[src/rtl/caliptra_lc_tx_handshake_sender.sv]
// Sender side of a life-cycle multibit req/ack handshake: level request in, lc_tx_t request out,
// lc_tx_t echo back through an optional 2-flop synchronizer, with sticky timeout/protocol errors.
module caliptra_lc_tx_handshake_sender #(
  parameter bit          AsyncOn       = 1'b1,
  parameter int unsigned TimeoutCycles = 1024
) (
  input  logic       clk_i,
  input  logic       rst_i,
  input  logic       req_i,
  output logic       ack_o,
  output logic       busy_o,
  output logic [3:0] lc_req_o,
  input  logic [3:0] lc_ack_i,
  output logic       timeout_err_o,
  output logic       proto_err_o,
  output logic [2:0] state_o
);

  localparam logic [3:0] LcOn  = 4'b0101;
  localparam logic [3:0] LcOff = 4'b1010;

  localparam int unsigned CntW = (TimeoutCycles == 0) ? 1 : $clog2(TimeoutCycles + 1);
  localparam logic [CntW-1:0] CntLimit = CntW'((TimeoutCycles == 0) ? 0 : TimeoutCycles - 1);
  localparam logic [CntW-1:0] CntMax   = '1;

  typedef enum logic [2:0] {
    StIdle    = 3'd0,
    StReqOn   = 3'd1,
    StAckedOn = 3'd2,
    StRelOff  = 3'd3,
    StError   = 3'd4
  } state_e;

  logic [3:0] ack_s;

  generate
    if (AsyncOn) begin : g_sync
      logic [3:0] sync1_q, sync2_q;
      always_ff @(posedge clk_i) begin
        if (rst_i) begin
          sync1_q <= LcOff;
          sync2_q <= LcOff;
        end else begin
          sync1_q <= lc_ack_i;
          sync2_q <= sync1_q;
        end
      end
      assign ack_s = sync2_q;
    end else begin : g_nosync
      assign ack_s = lc_ack_i;
    end
  endgenerate

  state_e          state_q, state_d;
  logic [CntW-1:0] cnt_q, cnt_d;
  logic            inv_q, inv_d;
  logic            ack_q, ack_d;
  logic            busy_q, busy_d;
  logic [3:0]      req_q, req_d;
  logic            terr_q, terr_d;
  logic            perr_q, perr_d;

  logic   ack_invalid, enc_err, busy_state, exit_met, proto_hit, at_limit;
  state_e next_normal;

  always_comb begin
    ack_invalid = (ack_s != LcOn) && (ack_s != LcOff);
    inv_d       = ack_invalid;
    // One invalid sample is tolerated as async skew; two in a row is a fault.
    enc_err     = ack_invalid && inv_q;
    busy_state  = (state_q == StReqOn) || (state_q == StRelOff);
    at_limit    = (TimeoutCycles != 0) && (cnt_q == CntLimit);
    exit_met    = 1'b0;
    proto_hit   = 1'b0;
    next_normal = state_q;

    case (state_q)
      StIdle: begin
        proto_hit = (ack_s == LcOn);
        if (req_i) next_normal = StReqOn;
      end
      StReqOn: begin
        exit_met = (ack_s == LcOn);
        if (exit_met) next_normal = StAckedOn;
      end
      StAckedOn: begin
        proto_hit = (ack_s == LcOff);
        if (!req_i) next_normal = StRelOff;
      end
      StRelOff: begin
        exit_met = (ack_s == LcOff);
        if (exit_met) next_normal = StIdle;
      end
      default: next_normal = StError;
    endcase

    state_d = state_q;
    terr_d  = terr_q;
    perr_d  = perr_q;
    if (state_q != StError) begin
      if (enc_err) begin
        state_d = StError;
        perr_d  = 1'b1;
      end else if (busy_state && at_limit && !exit_met) begin
        state_d = StError;
        terr_d  = 1'b1;
      end else if (proto_hit) begin
        state_d = StError;
        perr_d  = 1'b1;
      end else begin
        state_d = next_normal;
      end
    end

    // Counter restarts on every entry into a waiting state and saturates while waiting.
    cnt_d = '0;
    if (busy_state && (state_d == state_q)) begin
      cnt_d = (cnt_q == CntMax) ? cnt_q : cnt_q + 1'b1;
    end

    req_d  = ((state_d == StReqOn) || (state_d == StAckedOn)) ? LcOn : LcOff;
    ack_d  = (state_d == StAckedOn);
    busy_d = (state_d == StReqOn) || (state_d == StRelOff);
  end

  always_ff @(posedge clk_i) begin
    if (rst_i) begin
      state_q <= StIdle;
      cnt_q   <= '0;
      inv_q   <= 1'b0;
      ack_q   <= 1'b0;
      busy_q  <= 1'b0;
      req_q   <= LcOff;
      terr_q  <= 1'b0;
      perr_q  <= 1'b0;
    end else begin
      state_q <= state_d;
      cnt_q   <= cnt_d;
      inv_q   <= inv_d;
      ack_q   <= ack_d;
      busy_q  <= busy_d;
      req_q   <= req_d;
      terr_q  <= terr_d;
      perr_q  <= perr_d;
    end
  end

  assign ack_o         = ack_q;
  assign busy_o        = busy_q;
  assign lc_req_o      = req_q;
  assign timeout_err_o = terr_q;
  assign proto_err_o   = perr_q;
  assign state_o       = state_q;

  a_req_encoded: assert property (@(posedge clk_i) disable iff (rst_i)
    !$isunknown(lc_req_o) && ((lc_req_o == LcOn) || (lc_req_o == LcOff)));
  a_ack_busy_excl: assert property (@(posedge clk_i) disable iff (rst_i)
    !(ack_o && busy_o));
  a_timeout_param: assert property (@(posedge clk_i)
    (TimeoutCycles == 0) || (TimeoutCycles >= 8));

endmodule
[config.mk]
export PLATFORM = sky130hd
export DESIGN_NAME = caliptra_lc_tx_handshake_sender
export DESIGN_NICKNAME = d
export VERILOG_FILES = /design/src/rtl/caliptra_lc_tx_handshake_sender.sv
export SDC_FILE = /design/constraint.sdc
export NUM_CORES = 1
export LEC_CHECK = 0
export BUFFER_PORTS_ARGS = -buffer_cell sky130_fd_sc_hd__buf_2
export CAP_MARGIN = 5
export CELL_PAD_IN_SITES_DETAIL_PLACEMENT = 2
export CELL_PAD_IN_SITES_GLOBAL_PLACEMENT = 2
export CORE_MARGIN = 2
export CORE_UTILIZATION = 36
export CTS_CLUSTER_SIZE = 20
export DETAILED_ROUTE_END_ITERATION = 6
export HOLD_SLACK_MARGIN = 0.08
export PLACE_DENSITY = 0.91
export SETUP_SLACK_MARGIN = 0.2
export SKIP_LAST_GASP = 1
export SYNTH_ARGS = -nofsm -noshare
export SYNTH_HDL_FRONTEND = slang
export SYNTH_SLANG_ARGS = --single-unit
[constraint.sdc]
create_clock -name clk_i -period 5.4 [get_ports clk_i]
set_clock_uncertainty 0.15 [all_clocks]
set_input_delay 0.81 -clock clk_i [delete_from_list [all_inputs] [get_ports clk_i]]
set_output_delay 0.81 -clock clk_i [all_outputs]
set_load 0.05 [all_outputs]
* Yosys cells after proc, flatten, opt, wreduce, memory -nomap -nowiden
Cells that the tools add are included.
** Word-level totals
- Bits in registers :: 31
- Input port bits :: 7
- Output and inout bits :: 11
** Operators by class
- $add $sub $neg :: 1
- Equality and inequality tests :: 15
- Multiplexer cells :: 15
- Bitwise gates (word level) :: 2
- Reduce and logical (&&, ||, !) cells :: 14
** Operators by type and width (count)
- 3-bit two-way mux :: 8
- 3-bit by 2-bit equality test with 1-bit output, second input constant :: 4
- 3-bit case mux with 4 select lines :: 1
- 11-bit by 1-bit adder with 11-bit output, second input constant :: 1
- 11-bit by 10-bit equality test with 1-bit output, second input constant :: 1
- 11-bit equality test, second input constant :: 1
- 3-bit by 1-bit equality test with 1-bit output, second input constant :: 2
- 3-bit AND reduction :: 2
- 1-bit logical AND :: 5
- 4-bit by 3-bit equality test with 1-bit output, second input constant :: 1
- 4-bit equality test, second input constant :: 1
- 4-bit two-way mux :: 1
- 4-bit by 3-bit != test with 1-bit output, second input constant :: 1
- 4-bit != test, second input constant :: 1
- 1-bit case mux with 2 select lines :: 2
- 3-bit equality test :: 1
- 3-bit zero test :: 1
- 1-bit logical OR :: 3
- 1-bit two-way mux :: 3
- 3-bit != test, second input constant :: 1
- 2-bit != test, second input constant :: 1
- 1-bit inverter :: 2
- 2-bit nonzero test :: 1
- 2-bit OR reduction :: 1
- 1-bit zero test :: 1

* Depth between registers and ports, before layout
Gate-level depths: netlist (run 1).
- Depth after elaboration :: 11
- Gate-level depth with buffers :: 6
- Mapped depth without buffers :: 5

* Least setup slack after synthesis (run 1)
Ideal clock, no wire load.
- Path kind :: reg-to-reg
- From :: register state_q[1] (netlist: state_o[1])
- To :: register req_q[1] (netlist: lc_req_o[1])
- Library setup time :: 0.120 ns
- Data arrival time :: 1.802 ns
- Required time :: 5.130 ns
- Slack :: 3.328 ns
- Cell stages (with the launch flop) :: 6
- Buffers on the path :: 1
- Clock period less this slack :: 2.072 ns
- Cell sequence :: dfxtp_1 -> buf_2 -> nand2b_1 -> o22ai_2 -> a311o_1 -> a211o_1
** Between the ends
- Word-level cells in the longest chain between the ends :: 10
- Elaborated cells on any way between the ends :: 24
** RTL lines
- from (decl) :: line 54 : state_e state_q, state_d;
- from (signal assigned) :: line 128 : state_q <= StIdle;
- from (signal assigned) :: line 137 : state_q <= state_d;
- 3-bit by 2-bit equality test with 1-bit output or 3-bit by 1-bit equality test with 1-bit output (tied branches) :: line 71, 77
- 1-bit case mux with 2 select lines or 1-bit logical OR (tied branches) :: line 77, 71
- 1-bit zero test or 1-bit logical AND (tied branches) :: line 104 : end else if (busy_state && at_limit && !exit_met) begin
- 1-bit logical AND :: line 104
- 3-bit two-way mux :: line 104
- 3-bit two-way mux :: line 101 : if (enc_err) begin
- 3-bit two-way mux * :: line 100 : if (state_q != StError) begin
- 3-bit by 1-bit equality test with 1-bit output or 3-bit by 2-bit equality test with 1-bit output (tied branches) :: line 121 : req_d = ((state_d == StReqOn) || (state_d == StAckedOn)) ? LcOn : LcOff;
- 1-bit logical OR * :: line 121
- 4-bit two-way mux * :: line 121
- to (signal assigned) :: line 133 : req_q <= LcOff;
- to (signal assigned) :: line 142 : req_q <= req_d;
- to (decl) :: line 59 : logic [3:0] req_q, req_d;
Every way passes the cells marked *; elsewhere a longest branch is shown, timed or not.
A chain may end at the register's enable or synchronous reset.

* Worst setup path after layout (run 1)
- From :: register state_q[0] (netlist: state_o[0])
- To :: output state_o[0]
** RTL lines
- to (decl) :: line 16 : output logic [2:0] state_o
No word-level cell between the ends.

==> reports/metrics.cfg, run 1 <==
[critical_path]
r2r_slack_ns=3.26
r2r_end=cnt_q[4]
crit_fanout=12
crit_chain=buf_2
cp-end-kind=output pin
crit_required_ns=4.44
worstSetupPathType=reg2out
reg2regPathDepth=4
r2r_start=ack_s[3]
arrival_ns=1.21
critical_path.slowest_cell=dfxtp_1
start_kind=flop
timing.critical_path.buf_inv=1
critical_path.top_delay_family=flip-flops
critical_path.max_stage_delay_ns=0.55

[sta]
hold_violations=0
setup_tns_ns=0
min_period_ns=2.17
fmax_ghz=0.460
rsz0062_at_grt=no
finalCritPeriodShare_pct=40.3
worst_pin_slew_ns=0.553
whs_ns=0.267
slew_viol_final=0
finalSetupViolations=0
worst_slew_margin_rel_pct=63.0

[min_path]
hp-class=reg2reg
worst_hold_path.endpoint=ack_s[1]
hold_depth=1
hold_path.startpoint=g_sync.sync1_q[1]

[logic_synthesis]
synth_cell_types=34
syn_inst=134
mappedNetlistNets=142
yosysSeqAreaShare_pct=47.5
synth_seq_cells=29
avgSynthCellArea_sq_um=9.12
ys_warn_count=0
syn_area_sq_mm=0.00122

[clocking]
clk_latency_ns=0.33
cts-buffers-inserted=5
cts_hold_buf=0
cts_num_sinks=29
clock_path_buffers=2
post-cts-setup-buffers=0
root_buffer=clkbuf_4
clkTransAtPathRegs_ns=0.11
htreeDepth=2
cts_tree=done
cts_resized=0

[global_routing]
grt_pass1_vias=1151
overflow=0
grt_max_degree=15
antenna_found_initial=0
grt_use_total_pct=17.9
grt_pass1_wl_mm=5.52

[finish]
layout-drive-gt1-share_pct=21.2
final_common_cell=dfxtp_1
area_delta_synth_final_pct=13.8
fin_area_sq_mm=0.00139
n_fill_cell=397
antenna_cells=0
final_cell_mix=dfxtp_1, buf_2, nor2_1
nets=158

[detailed_routing]
drc_errors=0
vias_per_cell=5.34
num_vias=1051
dr.pass1.iters=3
ant_nets=0
wirelength_mm=3.15
avgRoutedWirePerCell_um=16.0
drt_iter0_markers=43

[die]
row_count=21
initial_utilization_pct=36.9
dieArea_sq_mm=0.00388
io_pins=18
fp.dieH_um=62.3
core_area_sq_mm=0.00331
die_w_um=62.3

[power_and_ir_drop]
p_leak_nw=0.523
pwr-share-seq_pct=52.7
intPower_w=0.000312
p_sw_w=0.000120
pwr-share-comb_pct=12.1
pwr-share-clk_pct=35.2
vdd_ir_drop_max_v=0.000167
powerDensity_mw_per_mm2=311
p_sw_share_pct=27.8

[placement]
port_buffers=17
routabilityCongestion=0.744
hpwl_mm=2.29
placedInstanceArea_sq_mm=0.00132

[status]
status=finished, final reports clean

[job]
maxCapViolations=0

## layout make-up
class	count	area [sq um]	share of cell area (%)
Clock buffer	7	65.1	4.68
Clock inverter	1	5.00	0.360
Inverter	4	15.0	1.08
Multi-Input combinational cell	93	583	41.9
Sequential cell	29	581	41.7
Tap cell	46	57.6	4.14
Timing Repair Buffer	17	85.1	6.12
## kinds of logic (layout without fill, tap and decap cells)
group | after synthesis | after routing | synth area share, %
xor gates and xnor gates | 4 | 4 | 2.87
AOI/OAI and AO/OA | 29 | 29 | 16.3
adders and majority gates | 1 | 1 | 1.02
and+or+nand+nor | 58 | 58 | 26.7
buffers and inverters | 12 | 29 | 4.81
muxes | 1 | 1 | 0.819
DFF | 29 | 29 | 47.5
## how the worst max path moves through the flow
stage | startpoint | to | cells after the start
after floorplan | state_o[1] | lc_req_o[1] | 5
after global placement | rst_i | cnt_q[4] | 4
after detailed placement | rst_i | cnt_q[8] | 4
after CTS | state_o[0] | state_o[0] | 1
after global routing | state_o[0] | cnt_q[8] | 4
final | state_o[0] | state_o[0] | 1
## power groups by stage
| stage | clock network, W | logic, W | registers, W |
|---|---|---|---|
| 2_1_floorplan | 0 | 0.0000289 | 0.000244 |
| 6_report | 0.000152 | 0.0000524 | 0.000228 |
| 5_1_grt | 0.000172 | 0.0000560 | 0.000229 |
| 3_3_place_gp | 0 | 0.0000499 | 0.000232 |
| 3_5_place_dp | 0 | 0.0000523 | 0.000233 |
| 4_1_cts | 0.000159 | 0.0000528 | 0.000228 |
## through the flow
step           setup WS, ns  cells  power (W)  util (%)
6_report               3.23    197   0.000433      42.0
3_3_place_gp           3.30    189   0.000282      39.9
5_1_grt                3.09    197   0.000458      42.0
4_1_cts                3.21    197   0.000440      42.0
3_5_place_dp           3.15    189   0.000285      39.9
2_1_floorplan          3.33    134   0.000273         -
## synthesized netlist by cell type, drive strengths merged
| library cell | instances | area, sq um |
|---|---|---|
| a211o | 1 | 8.76 |
| a211oi | 5 | 37.5 |
| a21bo | 1 | 10.0 |
| a21oi | 7 | 35.0 |
| a311o | 1 | 10.0 |
| a31oi | 4 | 25.0 |
| a41oi | 2 | 17.5 |
| and3 | 6 | 37.5 |
| and4 | 1 | 8.76 |
| and4bb | 2 | 25.0 |
| buf | 5 | 32.5 |
| clkbuf | 3 | 11.3 |
| dfxtp | 29 | 581 |
| ha | 1 | 12.5 |
| inv | 4 | 15.0 |
| mux2i | 1 | 10.0 |
| nand2 | 6 | 22.5 |
| nand2b | 3 | 18.8 |
| nand3 | 6 | 30.0 |
| nand4 | 4 | 25.0 |
| nand4bb | 2 | 22.5 |
| nor2 | 12 | 45.0 |
| nor2b | 5 | 31.3 |
| nor3 | 7 | 35.0 |
| o211ai | 1 | 7.51 |
| o21a | 1 | 7.51 |
| o21ai | 4 | 20.0 |
| o21bai | 1 | 7.51 |
| o22ai | 1 | 12.5 |
| or2 | 4 | 25.0 |
| xnor2 | 4 | 35.0 |
## layer usage
layer,GRT usage (%),part of all wire [%],up-vias
li1,-,-,512
met1,20.2,44,514
met2,32.1,51,19
met3,5.25,3.2,6
met4,6.39,1.5,0
met5,0,0,-
## sequential cells by signal, summed over array words and instances (netlist names)
signal / flops
inv_q: 1
g_sync.sync1_q: 4
timeout_err_o: 1
proto_err_o: 1
ack_s: 4
ack_o: 1
lc_req_o: 2
state_o: 3
cnt_q: 11
busy_o: 1
No activity file was read; power rests on OpenSTA's default activity.
==> inputs of run 2 (changes only) <==
--- a/config.mk
+++ b/config.mk
@@ -5,16 +5,17 @@
 export SDC_FILE = /design/constraint.sdc
 export NUM_CORES = 1
 export LEC_CHECK = 0
+export ABC_AREA = 1
 export BUFFER_PORTS_ARGS = -buffer_cell sky130_fd_sc_hd__buf_2
 export CAP_MARGIN = 5
 export CELL_PAD_IN_SITES_DETAIL_PLACEMENT = 2
 export CELL_PAD_IN_SITES_GLOBAL_PLACEMENT = 2
 export CORE_MARGIN = 2
-export CORE_UTILIZATION = 36
+export CORE_UTILIZATION = 30
 export CTS_CLUSTER_SIZE = 20
 export DETAILED_ROUTE_END_ITERATION = 6
 export HOLD_SLACK_MARGIN = 0.08
-export PLACE_DENSITY = 0.91
+export PLACE_DENSITY = 0.84
 export SETUP_SLACK_MARGIN = 0.2
 export SKIP_LAST_GASP = 1
 export SYNTH_ARGS = -nofsm -noshare
==> constraint.sdc (replaced) <==
create_clock -name clk_i -period 2 [get_ports clk_i]
set_clock_uncertainty 0.15 [all_clocks]
set_input_delay 0.3 -clock clk_i [delete_from_list [all_inputs] [get_ports clk_i]]
set_output_delay 0.3 -clock clk_i [all_outputs]
set_load 0.05 [all_outputs]
==> reports/metrics.cfg, run 2 <==
[logic_synthesis]
syn_inst=190
ys_warn_count=0
synth_edf_count=0
synth_top_area_share_pct=39.2
synth_flop_cell=dfxtp_1
mappedNetlistNets=198
synth_cell_types=34
ys_top_cells_by_count=nand2_1, dfxtp_1, nor2_1
synth_most_common_cell=nand2_1
synth_seq_cells=29
yosysSeqAreaShare_pct=39.2
synthArstFlopShare_pct=0
syn_area_sq_mm=0.00148
avgSynthCellArea_sq_um=7.79
ys_top_cells_by_area=dfxtp_1, nand2_1, nor2_2, nor2_1, inv_1
yosysTopAreaCell=dfxtp_1

[critical_path]
r2r_end=cnt_q[4]
worstSetupPathType=reg2reg
critical_path.max_stage_delay_ns=0.37
arrival_ns=1.91
timing.critical_path.buf_inv=1
reg2regPathDepth=10
crit_chain=ha_4 > inv_4 > nor2_8 > nand3_4 > nor2_4 > nand2_4 > nand3_4 > nor2_4 > nand3_4 > nor2_4
r2r_slack_ns=0.16
critical_path.top_delay_family=simple AND/OR/NAND/NOR gates
cp-end-kind=flop
critical_path.slowest_cell=dfxtp_4
start_kind=flop
crit_required_ns=2.07
crit_fanout=6
r2r_start=cnt_q[0]

[placement]
port_buffers=17
hpwl_mm=2.73
routabilityCongestion=0.757

[power_and_ir_drop]
intPower_w=0.00107
p_sw_w=0.000451
pwr-share-seq_pct=41.0
p_sw_share_pct=29.6
vdd_ir_drop_max_v=0.000465
p_leak_nw=0.974
powerDensity_mw_per_mm2=726
pwr-share-clk_pct=43.3
pwr-share-comb_pct=15.7

[clocking]
htreeDepth=2
cts_tree=done
clkTransAtPathRegs_ns=0.07
clk_latency_ns=0.29
cts-buffers-inserted=5
root_buffer=clkbuf_8
clock_path_buffers=2
cts_num_sinks=29

[detailed_routing]
drt_iter0_markers=30
wirelength_mm=5.85
vias_per_cell=4.72
drc_errors=0
dr.pass1.iters=4
ant_nets=0
num_vias=1389
avgRoutedWirePerCell_um=19.9

[finish]
layout-drive-gt1-share_pct=52.0
antenna_cells=0
largest_reg_flops=11
n_fill_cell=536
final_util_pct=44.1
area_delta_synth_final_pct=41.6
final_common_cell=nand2_1
regMostFlops=cnt_q
final_cell_mix=nand2_1, inv_1, nor2_1
nets=234

[sta]
rsz0062_at_grt=yes
worst_pin_slew_ns=0.342
fmax_ghz=0.543
hold_violations=0
worst_slew_margin_rel_pct=77.2
slew_viol_final=0
whs_ns=0.235
finalCritPeriodShare_pct=92.1
finalSetupViolations=0
min_period_ns=1.84
setup_tns_ns=0

[global_routing]
antenna_found_initial=0
overflow=0
grt_pass1_vias=1496
grt_use_total_pct=19.1
grt_max_degree=18
grt_pass1_wl_mm=7.69

[die]
row_count=25
dieArea_sq_mm=0.00551
initial_utilization_pct=31.1
core_area_sq_mm=0.00475
fp.dieH_um=74.2
io_pins=18
die_w_um=74.2

[min_path]
hold_path.startpoint=rst_i
worst_hold_path.endpoint=g_sync.sync1_q[0]
hold_depth=2
hp-class=in2reg

[job]
maxCapViolations=0

[status]
status=finished, final reports clean

## run 2: cell count changes in the layout (fill, tap and decap cells not counted), moves of 8 or more
| cell | before | now |
|---|---|---|
| nand2_1 | 6 | 23 |
| inv_1 | 4 | 19 |
| dfxtp_1 | 29 | 15 |
| buf_4 | 0 | 13 |
| nor2_2 | 0 | 13 |
| nor2_4 | 0 | 10 |
| nand2_4 | 0 | 9 |
| dfxtp_4 | 0 | 8 |
## run 2: worst register-to-register path, cell delays in order, from the launching register on
cell and delay, ns:
dfxtp_4 0.37, ha_4 0.18, inv_4 0.08, nor2_8 0.05, nand3_4 0.07, nor2_4 0.05, nand2_4 0.14, nand3_4 0.12
nor2_4 0.21, nand3_4 0.19, nor2_4 0.17
## run 2: layout make-up
type                            count  area [sq um]  share of cell area (%)
Clock buffer                        6          82.6                    3.94
Clock inverter                      2          37.5                    1.79
Inverter                           28           113                    5.37
Multi-Input combinational cell    128           938                    44.8
Sequential cell                    29           618                    29.5
Tap cell                           67          83.8                    4.00
Timing Repair Buffer               34           223                    10.6
## run 2: stage by stage
stage          power, W  cells  setup WS, ns  area, sq um
2_1_floorplan  0.000780    190         0.204         1480
3_3_place_gp   0.000808    269         0.117         1620
3_5_place_dp   0.000815    269        0.0358         1620
4_1_cts         0.00149    284         0.203         1840
5_1_grt         0.00157    294        0.0990         2100
6_report        0.00152    294         0.159         2100
## run 2: logic make-up after synthesis
family,after synthesis,synth area share (%)
AOI/OAI and AO/OA,8,3.30
xor gates and xnor gates,6,3.55
adders and majority gates,1,0.845
buffers and inverters,34,9.97
DFF,29,39.2
and+or+nand+nor,112,43.1
## run 2: per-layer routing
metal	track usage (%)	up-vias	part of all wire, %
li1	-	655	-
met1	23.0	683	43
met2	31.0	34	51
met3	5.01	17	2.7
met4	10.5	0	3.6
met5	0	-	0
## run 2: how the worst max path moves through the flow
stage | from | end | cells after the start
finish | cnt_q[0] | cnt_q[4] | 10
global route | cnt_q[3] | lc_req_o[1] | 9
CTS | cnt_q[0] | cnt_q[4] | 10
detailed placement | cnt_q[0] | cnt_q[4] | 10
global placement | cnt_q[0] | cnt_q[10] | 10
floorplan | state_o[2] | cnt_q[3] | 11
## run 2: timing repair
item,CTS,global route
setup endpoints to repair,13,14
hold buffers,4,0
pin swaps,2,15
cloned,1,0
gates resized for setup,10,54
setup buffers,2,10
hold endpoints to repair,4,0
## run 2: power groups by stage
stage | clock [W] | combinational (W) | sequential, W
CTS | 0.000667 | 0.000204 | 0.000624
detailed placement | 0 | 0.000181 | 0.000635
global placement | 0 | 0.000174 | 0.000634
finish | 0.000658 | 0.000239 | 0.000624
global route | 0.000684 | 0.000255 | 0.000627
floorplan | 0 | 0.000114 | 0.000666
==> inputs of run 3 (changes only) <==
--- a/config.mk
+++ b/config.mk
@@ -16,7 +16,7 @@
 export DETAILED_ROUTE_END_ITERATION = 6
 export HOLD_SLACK_MARGIN = 0.08
 export PLACE_DENSITY = 0.84
-export SETUP_SLACK_MARGIN = 0.2
+export SETUP_SLACK_MARGIN = 0.05
 export SKIP_LAST_GASP = 1
 export SYNTH_ARGS = -nofsm -noshare
 export SYNTH_HDL_FRONTEND = slang
==> reports/metrics.cfg, run 3 (synthesis gave the netlist of run 2 again) <==
[critical_path]
startpoint=ack_s[0]
crit_fanout=11
crit_chain=nand2_1 > nor2_1 > nand2_1 > nand2_1 > nand2_1 > inv_2 > nand3_2 > nand2_1 > nand3_4 > nor2_2
worstSetupPathType=reg2reg
arrival_ns=1.91
critical_path.max_stage_delay_ns=0.40
r2r_end=cnt_q[4]
reg2regPathDepth=10
r2r_start=ack_s[0]
r2r_slack_ns=0.16
start_kind=flop
crit_required_ns=2.06
critical_path.slowest_cell=dfxtp_1
cp-end-kind=flop
worstSetupEndpoint=cnt_q[4]
cpMostUsedCell=nand2_1

[sta]
finalCritPeriodShare_pct=92.2
timing.final.ws_setup_ns=0.156
hold_violations=0
min_period_ns=1.84
finalSetupViolations=0
slew_viol_final=0
worst_slew_margin_rel_pct=77.5
setup_tns_ns=0
fmax_ghz=0.542
rsz0062_at_grt=no
worst_pin_slew_ns=0.336

[power_and_ir_drop]
p_leak_nw=0.839
intPower_w=0.000896
vdd_ir_drop_max_v=0.000440
total_power_w=0.00130
pwr-share-seq_pct=48.0
pwr-share-clk_pct=37.0
powerDensity_mw_per_mm2=739
p_sw_share_pct=31.0
pwr-share-comb_pct=15.0
p_sw_w=0.000403

[placement]
pre_cts_ws_ns=0.0739
routabilityCongestion=0.746
dp_cells=270
hpwl_mm=2.87
port_buffers=17

[finish]
multi_input_area_sq_um=759
final_cell_mix=nand2_1, dfxtp_1, nor2_1
largest_reg_flops=11
finalNonFillerCells=282
seq_area_sq_um=583
final_common_cell=nand2_1
regMostFlops=cnt_q
area_delta_synth_final_pct=18.8
layout-drive-gt1-share_pct=34.0
nets=222
n_fill_cell=567
antenna_cells=0

[clocking]
cts_num_sinks=29
post-cts-setup-buffers=0
root_buffer=clkbuf_8
htreeDepth=2
cts-buffers-inserted=5
clock_path_buffers=2
clkTransAtPathRegs_ns=0.07
cts_tree=done
clk_latency_ns=0.28

[detailed_routing]
ant_nets=0
vias_per_cell=4.57
num_vias=1288
wirelength_mm=4.04
dr.pass1.iters=4
drc_errors=0
drt_iter0_markers=37
avgRoutedWirePerCell_um=14.3

[die]
io_pins=18
fp.dieH_um=74.2
die_w_um=74.2
dieArea_sq_mm=0.00551
row_count=25
core_area_sq_mm=0.00475
initial_utilization_pct=31.1

[job]
maxCapViolations=0

[global_routing]
grt_max_degree=18
overflow=0
grt_use_total_pct=16.6
antenna_found_initial=0
grt_pass1_vias=1351
grt_pass1_wl_mm=6.77

[status]
status=finished, final reports clean

[min_path]
hp-class=in2reg

-- run 3: cell count changes in the layout (fill, tap and decap cells not counted), moves of 6 or more --
cell	previous run	this run
buf_4	13	2
dfxtp_1	15	27
dfxtp_4	8	0
nand2_1	23	33
nand2_4	9	3
nor2_1	18	24
nor2_4	10	1
-- run 3: layout make-up --
class,count,share of cell area (%)
clock inverters,3,0.996
clock buffers,5,3.91
repair buffers,23,7.97
flip-flops and latches,29,33.2
inverters,28,5.98
multi-input cells,127,43.2
well taps,67,4.77
-- run 3: what timing repair did --
action	4_1_cts	5_1_grt
endpoints found under the hold margin	4	0
hold buffers	4	0
endpoints found under the setup margin	3	0
gates resized for setup	1	0
-- run 3: critical path, delay by kind of cell (launching register included) --
kind	cells	cell delay, ns
DFF	1	0.40
buffers and inverters	1	0.06
and+or+nand+nor	9	1.16
-- run 3: routing by layer --
layer | vias to the layer above | global-route usage, % | part of all wire [%]
met2 | 19 | 27.1 | 49
met1 | 633 | 21.8 | 48
met5 | - | 0 | 0
met3 | 4 | 4.07 | 2.2
met4 | 0 | 4.76 | 1.1
li1 | 632 | - | -
-- run 3: worst min-delay path by stage --
stage / start / to / slack, ns / cells after the start
2_1_floorplan: rst_i / busy_o / 0.23 / 1
3_3_place_gp: g_sync.sync1_q[0] / ack_s[0] / 0.24 / 2
3_5_place_dp: g_sync.sync1_q[1] / ack_s[1] / 0.25 / 1
4_1_cts: rst_i / g_sync.sync1_q[0] / 0.23 / 2
5_1_grt: rst_i / g_sync.sync1_q[2] / 0.25 / 2
6_report: rst_i / proto_err_o / 0.23 / 2
-- run 3: per-stage QoR --
step,util [%],hold slack [ns],cell area (sq um)
floorplan,-,0.234,1480
global placement,34.2,0.240,1620
detailed placement,34.2,0.253,1620
CTS,37.0,0.228,1760
global route,37.0,0.253,1760
finish,37.0,0.234,1760
-- run 3: power by group through the flow --
stage	logic [W]	registers, W	clock network (W)
global route	0.000211	0.000626	0.000529
finish	0.000195	0.000623	0.000481
detailed placement	0.000184	0.000634	0
floorplan	0.000114	0.000666	0
global placement	0.000177	0.000633	0
CTS	0.000197	0.000623	0.000499
